File: config.mk
export PLATFORM = sky130hd
export DESIGN_NAME = mm_copy_master
export DESIGN_NICKNAME = d
export VERILOG_FILES = /design/src/rtl/mm_copy_master.sv
export SDC_FILE = /design/constraint.sdc
export NUM_CORES = 1
export LEC_CHECK = 0
export ABC_AREA = 1
export ABC_CLOCK_PERIOD_IN_PS = 2350
export BUFFER_PORTS_ARGS = -buffer_cell sky130_fd_sc_hd__clkbuf_2
export CAP_MARGIN = 20
export CORE_MARGIN = 5
export CORE_UTILIZATION = 46
export CTS_BUF_LIST = sky130_fd_sc_hd__clkbuf_8
export DETAILED_ROUTE_END_ITERATION = 8
export PLACE_DENSITY = 0.78
export SLEW_MARGIN = 40
export SYNTH_ARGS = -nofsm -noshare
export SYNTH_HDL_FRONTEND = slang
export SYNTH_SLANG_ARGS = --single-unit
File: constraint.sdc
create_clock -name clk_i -period 2.35 [get_ports clk_i]
set_clock_uncertainty 0.15 [all_clocks]
set_input_delay 0.705 -clock clk_i [delete_from_list [all_inputs] [get_ports clk_i]]
set_output_delay 0.705 -clock clk_i [all_outputs]
set_load 0.01 [all_outputs]
File: src/rtl/mm_copy_master.sv
// Bus initiator that copies len_i words from src to dst, one read then one write per word,
// over a req/gnt/rvalid core-side data port with registered outputs.
module mm_copy_master #(
  parameter int LEN_WIDTH = 16,
  parameter int TIMEOUT   = 256
) (
  input  logic                 clk_i,
  input  logic                 rst_ni,
  input  logic                 start_i,
  input  logic [31:0]          src_addr_i,
  input  logic [31:0]          dst_addr_i,
  input  logic [LEN_WIDTH-1:0] len_i,
  output logic                 busy_o,
  output logic                 done_o,
  output logic                 err_o,
  output logic [LEN_WIDTH-1:0] words_done_o,
  output logic                 data_req_o,
  output logic [31:0]          data_addr_o,
  output logic                 data_we_o,
  output logic [3:0]           data_be_o,
  output logic [31:0]          data_wdata_o,
  input  logic                 data_gnt_i,
  input  logic                 data_rvalid_i,
  input  logic [31:0]          data_rdata_i
);

  localparam int TW = (TIMEOUT > 2) ? $clog2(TIMEOUT) : 1;

  typedef enum logic [2:0] {IDLE, RD_REQ, RD_WAIT, WR_REQ, WR_WAIT, FIN} state_e;

  state_e               state_q, state_d;
  logic [31:0]          src_q, src_d, dst_q, dst_d;
  logic [LEN_WIDTH-1:0] len_q, len_d, words_q, words_d;
  logic [TW-1:0]        timer_q, timer_d;
  logic                 req_q, req_d, we_q, we_d;
  logic [31:0]          addr_q, addr_d, wdata_q, wdata_d;
  logic                 busy_q, busy_d, done_q, done_d, err_q, err_d;

  always_ff @(posedge clk_i) begin
    if (!rst_ni) begin
      state_q <= IDLE;
      src_q   <= '0;
      dst_q   <= '0;
      len_q   <= '0;
      words_q <= '0;
      timer_q <= '0;
      req_q   <= 1'b0;
      we_q    <= 1'b0;
      addr_q  <= '0;
      wdata_q <= '0;
      busy_q  <= 1'b0;
      done_q  <= 1'b0;
      err_q   <= 1'b0;
    end else begin
      state_q <= state_d;
      src_q   <= src_d;
      dst_q   <= dst_d;
      len_q   <= len_d;
      words_q <= words_d;
      timer_q <= timer_d;
      req_q   <= req_d;
      we_q    <= we_d;
      addr_q  <= addr_d;
      wdata_q <= wdata_d;
      busy_q  <= busy_d;
      done_q  <= done_d;
      err_q   <= err_d;
    end
  end

  // Outputs are registered from the next-state values, so req appears the cycle after the decision.
  always_comb begin
    state_d = state_q;
    src_d   = src_q;
    dst_d   = dst_q;
    len_d   = len_q;
    words_d = words_q;
    timer_d = timer_q;
    req_d   = req_q;
    we_d    = we_q;
    addr_d  = addr_q;
    wdata_d = wdata_q;
    err_d   = err_q;

    unique case (state_q)
      IDLE: begin
        if (start_i) begin
          src_d   = src_addr_i;
          dst_d   = dst_addr_i;
          len_d   = len_i;
          err_d   = 1'b0;
          words_d = '0;
          if ((src_addr_i[1:0] != 2'b00) || (dst_addr_i[1:0] != 2'b00)) begin
            err_d   = 1'b1;
            state_d = FIN;
          end else if (len_i == '0) begin
            state_d = FIN;
          end else begin
            state_d = RD_REQ;
            req_d   = 1'b1;
            we_d    = 1'b0;
            addr_d  = src_addr_i;
          end
        end
      end
      RD_REQ: begin
        if (data_gnt_i) begin
          state_d = RD_WAIT;
          req_d   = 1'b0;
          timer_d = TW'(1);
        end
      end
      RD_WAIT: begin
        if (data_rvalid_i) begin
          wdata_d = data_rdata_i;
          state_d = WR_REQ;
          req_d   = 1'b1;
          we_d    = 1'b1;
          addr_d  = dst_q;
        end else if (timer_q == TW'(TIMEOUT - 1)) begin
          err_d   = 1'b1;
          state_d = FIN;
        end else begin
          timer_d = timer_q + TW'(1);
        end
      end
      WR_REQ: begin
        if (data_gnt_i) begin
          state_d = WR_WAIT;
          req_d   = 1'b0;
          timer_d = TW'(1);
        end
      end
      WR_WAIT: begin
        if (data_rvalid_i) begin
          words_d = words_q + LEN_WIDTH'(1);
          src_d   = src_q + 32'd4;
          dst_d   = dst_q + 32'd4;
          if (words_q + LEN_WIDTH'(1) == len_q) begin
            state_d = FIN;
          end else begin
            state_d = RD_REQ;
            req_d   = 1'b1;
            we_d    = 1'b0;
            addr_d  = src_q + 32'd4;
          end
        end else if (timer_q == TW'(TIMEOUT - 1)) begin
          err_d   = 1'b1;
          state_d = FIN;
        end else begin
          timer_d = timer_q + TW'(1);
        end
      end
      FIN: begin
        state_d = IDLE;
      end
      default: begin
        state_d = IDLE;
        req_d   = 1'b0;
      end
    endcase

    busy_d = (state_d == RD_REQ) || (state_d == RD_WAIT) ||
             (state_d == WR_REQ) || (state_d == WR_WAIT);
    done_d = (state_d == FIN);
  end

  assign busy_o       = busy_q;
  assign done_o       = done_q;
  assign err_o        = err_q;
  assign words_done_o = words_q;
  assign data_req_o   = req_q;
  assign data_addr_o  = addr_q;
  assign data_we_o    = we_q;
  assign data_be_o    = 4'b1111;
  assign data_wdata_o = wdata_q;

endmodule
==> qor.txt, run 1 <==
# clock sinks = 176
Initial core utilization = 46.9%
Ys Warns = 0
Core footprint = 0.0204 sq mm
Largest net degree at the start of global routing = 69
Num CTS Buffers = 17
Slew margin rel. = 60.3%
Final HPWL DP = 22,800 um
Chip height = 154 um
Iteration-0 DRC Markers = 937
Final WL = 31,600 um
Startpoint types = register
Post-synthesis register bit count = 176
Register area share after synthesis = 36.9%
Fmax = 0.409 GHz
Max Slew Vio Count = 0
Final setup viols = 35
Tot Pwr = 13.7 mW
Prevailing post-synth register cell = dfxtp_1
Floorplan row count = 52
Vias = 10,800
Die Span X = 154 um
P_leak = 5.62 nW
Total of max-cap violations = 0
# hold bufs at CTS = 0
EDFF count, synth = 0
Kind of end point of the critical path = register
Clk buf depth = 2
Most common cell in the synthesized netlist = nand2_1
I/O Buffers = 201
Clk Latency, worst-skew pair = 470 ps
First-pass GRT wire length = 49,500 um
Final period demand of the worst path = 2450 ps
Top Usage Layer GRT = met2
Failing checks = negative setup slack
Nets = 1,854
Root buf cell = clkbuf_8
Vias in the first global route = 9,882
Dpl ws = -222 ps
Power per cell area = 1130 mW/mm^2
Fin crit share = 104%
Wire length per cell = 15.7 um
H-tree depth = 4
Slack of the critical path = -95.9 ps
Crit-path max FO = 6
Synthesized area per cell = 6.41 sq um
Gp weighted congestion = 0.953
TritonCTS clock tree = built
Fin. Hold Viols = 0
Setup CP Type = reg -> reg
Post-synth top area cell = dfxtp_1
Top-area cell type share of the netlist area = 36.9%
Distinct cell type count of the synthesized netlist = 46
Most frequent cells after synthesis = nand2_1, nor2_1, dfxtp_1
Worst path arrival time = 2650 ps
Drc violations = 0
Least-Margin Pin Slew = 596 ps
Syn Std Cell Area = 0.00956 sq mm
Detail Route Antenna Nets = 0
Layout cells sized above 1 = 23.1%
Mapped Cells = 1,490
Met3 usage in global routing = 6.52%
Top cells by area, synth = dfxtp_1, nand2_1, nor2_1, o21ai_0, inv_1
Clock transition at the registers of the reported paths = 100 ps
Routing usage on met1 = 33.0%
First drt pass iteration count = 6
Fillers = 1,862
Post-synth ARST share = 0%
Via/cell ratio = 5.33
Hold Path Class = in -> reg
Status = finished, violations left
Die area = 0.0238 sq mm
Max VDD drop = 0.810 mV
I/O Pins = 206
CP required = 2560 ps
Gr usage total = 25.3%
RSZ-0062 raised after global routing = yes
P&R area growth vs syn = 26.4%
Remaining global-route overflow = 0
Met2 Use GR = 41.5%
Antenna violations before repair = 2
[critical path: stages, from the launching register on]
cell and delay [ps]:
dfxtp_2 360, ha_4 160, nand2_4 60, nor2_4 220, nand2_2 100, o21ai_2 160
nand2_2 80, nand2_1 60, nand3_1 80, nor2_1 160, nand3_2 150, nand3_4 150
buf_6 160, buf_12 140, nand2_1 50, nand2_1 50, nor2_1 40
[per-stage QoR]
step                      std cells  hold WS, ps  util, %  TNS, ps  area, sq um
final                          2017          305     59.3    -1720        12100
after global routing           2017          285     59.3    -7560        12100
after CTS                      2011          281     58.5     -542        11900
after detailed placement       1975          309     55.6    -7260        11300
after global placement         1975          297     55.6    -6860        11300
after floorplan                1493          280        -        0         9570
[path summary, 6_finish.rpt]
| path | from | end | slack [ps] | depth (start not counted) |
|---|---|---|---|---|
| setup / recovery | words_done_o[1] | data_addr_o[10] | -100 | 16 |
| setup reg to reg | words_done_o[1] | data_addr_o[10] | -100 | 16 |
| hold / removal | data_rdata_i[22] | data_wdata_o[22] | 310 | 3 |
| hold reg to reg | data_we_o | data_we_o | 320 | 2 |
[logic make-up (layout without fill, tap and decap cells)]
logic type	count (synthesis)	count (layout)	synth area share (%)
xor gates and xnor gates	29	29	2.80
buffers and inverters	227	480	9.51
and+or+nand+nor	761	761	33.3
AOI/OAI and AO/OA	292	292	17.0
adders and majority gates	4	4	0.524
DFF	176	176	36.9
other	1	5	0.0392
[power breakdown]
| group | internal [mW] | switching (mW) |
|---|---|---|
| clock | 0.991 | 1.20 |
| combinational | 2.74 | 4.25 |
| sequential | 3.83 | 0.677 |
| total | 7.57 | 6.13 |
[cell usage in the layout, fill, tap and decap left out, types with 12 or more instances in the layout]
master / n
a21oi_1: 68
a31oi_1: 50
buf_4: 87
clkbuf_2: 200
clkbuf_8: 18
dfxtp_1: 170
inv_1: 143
nand2_1: 354
nand2_2: 22
nand3_1: 83
nand4_1: 28
nor2_1: 206
nor3_1: 24
o211ai_1: 12
o21ai_0: 133
xor2_1: 22
[registers in the layout (all words and copies together), names as in the netlist]
signal / count
data_addr_o: 32
data_wdata_o: 32
dst_q: 32
src_q: 32
len_q: 16
words_done_o: 16
timer_q: 8
state_q: 3
busy_o: 1
data_req_o: 1
data_we_o: 1
done_o: 1
err_o: 1
[per-layer routing]
layer / share of wire (%) / vias up
li1: - / 5359
met1: 42 / 4810
met2: 46 / 495
met3: 8.9 / 84
met4: 2.5 / 2
met5: 0.041 / -
[repair_timing]
action	4_1_cts	5_1_grt
gates cloned	3	2
setup buffers	1	3
resized for setup	31	30
endpoints found under the setup margin	35	76
pin swaps	2	9
[cell type report]
type                            count  area, sq um  share of cell area [%]
Multi-Input combinational cell   1090         5310                    43.9
Sequential cell                   176         3530                    29.2
Timing Repair Buffer              301         1950                    16.1
Inverter                          147          552                    4.57
Tap cell                          270          338                    2.80
Clock buffer                       18          248                    2.05
Clock inverter                     14          155                    1.28
Antenna cell                        1         2.50                  0.0207
Note: power is estimated with default switching activity, not from simulation.
==> run 2, diff against run 1 <==
--- a/config.mk
+++ b/config.mk
@@ -14,6 +14,7 @@
 export CTS_BUF_LIST = sky130_fd_sc_hd__clkbuf_8
 export DETAILED_ROUTE_END_ITERATION = 8
 export PLACE_DENSITY = 0.78
+export RECOVER_POWER = 25
 export SLEW_MARGIN = 40
 export SYNTH_ARGS = -nofsm -noshare
 export SYNTH_HDL_FRONTEND = slang
==> qor.txt, run 2 (same netlist as run 1, synthesis figures left out) <==
Max VDD drop = 0.814 mV
Most frequent cells in the layout = nand2_1, nor2_1, dfxtp_1, clkbuf_2, inv_1
Chip height = 154 um
Total of max-cap violations = 0
CP required = 2560 ps
Wire length per cell = 15.7 um
Iteration-0 DRC Markers = 928
Final WL = 31,600 um
Floorplan row count = 52
Max layer used = met5
Startpoint types = register
Design area = 0.0120 sq mm
Die Span X = 154 um
Core footprint = 0.0204 sq mm
RSZ-0062 raised after global routing = yes
Fmax = 0.412 GHz
Vias = 10,800
Clock transition at the registers of the reported paths = 100 ps
I/O Buffers = 201
Final setup viols = 33
Metal3 WL = 2880 um
Max Slew Vio Count = 0
Clk Latency, worst-skew pair = 470 ps
Num CTS Buffers = 17
Met2 WL post-DR = 14,700 um
Vias in the first global route = 9,882
H-tree depth = 4
Worst hold margin = 304 ps
Failing checks = negative setup slack
Root buf cell = clkbuf_8
Final HPWL DP = 22,800 um
Power per cell area = 1140 mW/mm^2
Most common cell after layout, fill and taps aside = nand2_1
Clk buf depth = 2
Kind of end point of the critical path = register
Via/cell ratio = 5.35
Fin. Hold Viols = 0
Slack of the critical path = -79.2 ps
Status = finished, violations left
Antenna violations before repair = 2
First-pass GRT wire length = 49,500 um
Placed instance area = 0.0113 sq mm
Drc violations = 0
P_leak = 5.44 nW
Hold Path Class = in -> reg
Largest net degree at the start of global routing = 69
I/O Pins = 206
Nets = 1,854
Gp weighted congestion = 0.953
Wl on met1 = 13,300 um
Initial core utilization = 46.9%
Top Family by Delay on Critical Path = simple AND/OR/NAND/NOR gates
Worst path arrival time = 2640 ps
# hold bufs at CTS = 0
Least-Margin Pin Slew = 603 ps
Layout Utilization = 59.0%
Slew margin rel. = 59.8%
Critical Path, Cell by Cell = ha_4 > nand2_4 > nor2_4 > nand2_2 > nand2_1 > nand2_2 > xor2_1 > nand3_1 > nor2_1 > nand3_2 > nand3_4 > buf_6 > buf_12 > nand2_1 > nand2_1 > nor2_1
Gr usage total = 25.3%
Crit-path max FO = 6
Setup CP Type = reg -> reg
Final period demand of the worst path = 2430 ps
# clock sinks = 176
TritonCTS clock tree = built
Remaining global-route overflow = 0
Layout cells sized above 1 = 19.9%
Buf+Inv Stages, Crit Path = 2
Die area = 0.0238 sq mm
CP dominant cell by count = nand2_1
CP max stage delay = 360 ps
Fin crit share = 103%
Worst path slowest cell = dfxtp_2
Fillers = 1,904
First drt pass iteration count = 6
P&R area growth vs syn = 25.7%
Detail Route Antenna Nets = 0
-- run 2: cell types whose count changed in the layout (fill, tap and decap cells not counted), sizes merged --
cell / change
clkbuf: +1
buf: -1
-- run 2: what timing repair did --
item / in CTS / in global routing
setup endpoints to repair: 35 / 76
cloned: 3 / 2
pin swaps: 2 / 9
buffers inserted: 1 / 3
gates resized for setup: 31 / 30
-- run 2: worst paths after layout --
path | startpoint | end | slack (ps) | depth (start not counted)
max | words_done_o[1] | data_addr_o[10] | -80 | 16
min reg2reg | data_we_o | data_we_o | 320 | 2
max reg2reg | words_done_o[1] | data_addr_o[10] | -80 | 16
min | data_rdata_i[22] | data_wdata_o[22] | 300 | 3
-- run 2: cell type report --
type / count / area, sq um / area share (%)
timing repair buffer: 301 / 1880 / 15.7
clock inverter: 14 / 155 / 1.29
tap: 270 / 338 / 2.81
clock buffer: 18 / 248 / 2.06
antenna: 1 / 2.50 / 0.0208
multi-input combinational: 1090 / 5300 / 44.1
sequential: 176 / 3530 / 29.4
inverter: 147 / 552 / 4.60
-- run 2: routing by layer --
metal | up-vias | GRT usage, %
met4 | 2 | 6.98
li1 | 5363 | -
met5 | - | 0
met2 | 494 | 41.5
met3 | 65 | 6.52
met1 | 4865 | 33.0
-- run 2: power breakdown --
part           internal, mW  leakage [nW]  switching (mW)
Clock                 0.991         0.199            1.20
Sequential             3.83          1.45           0.678
Combinational          2.70          3.79            4.25
Total                  7.52          5.44            6.12
-- run 2: through the flow --
| stage | total power, mW | setup WS, ps | setup TNS [ps] | cells |
|---|---|---|---|---|
| 6_report | 13.6 | -79.2 | -1180 | 2017 |
| 2_1_floorplan | 8.54 | 79.8 | 0 | 1493 |
| 3_5_place_dp | 10.6 | -222 | -7260 | 1975 |
| 3_3_place_gp | 10.4 | -221 | -6860 | 1975 |
| 5_1_grt | 14.7 | -246 | -7770 | 2017 |
| 4_1_cts | 13.2 | -40.3 | -542 | 2011 |
-- run 2: worst min-delay path, stage by stage --
cell,delay [ps]
clkbuf_2,80
nor2_1,30
nor2_1,80
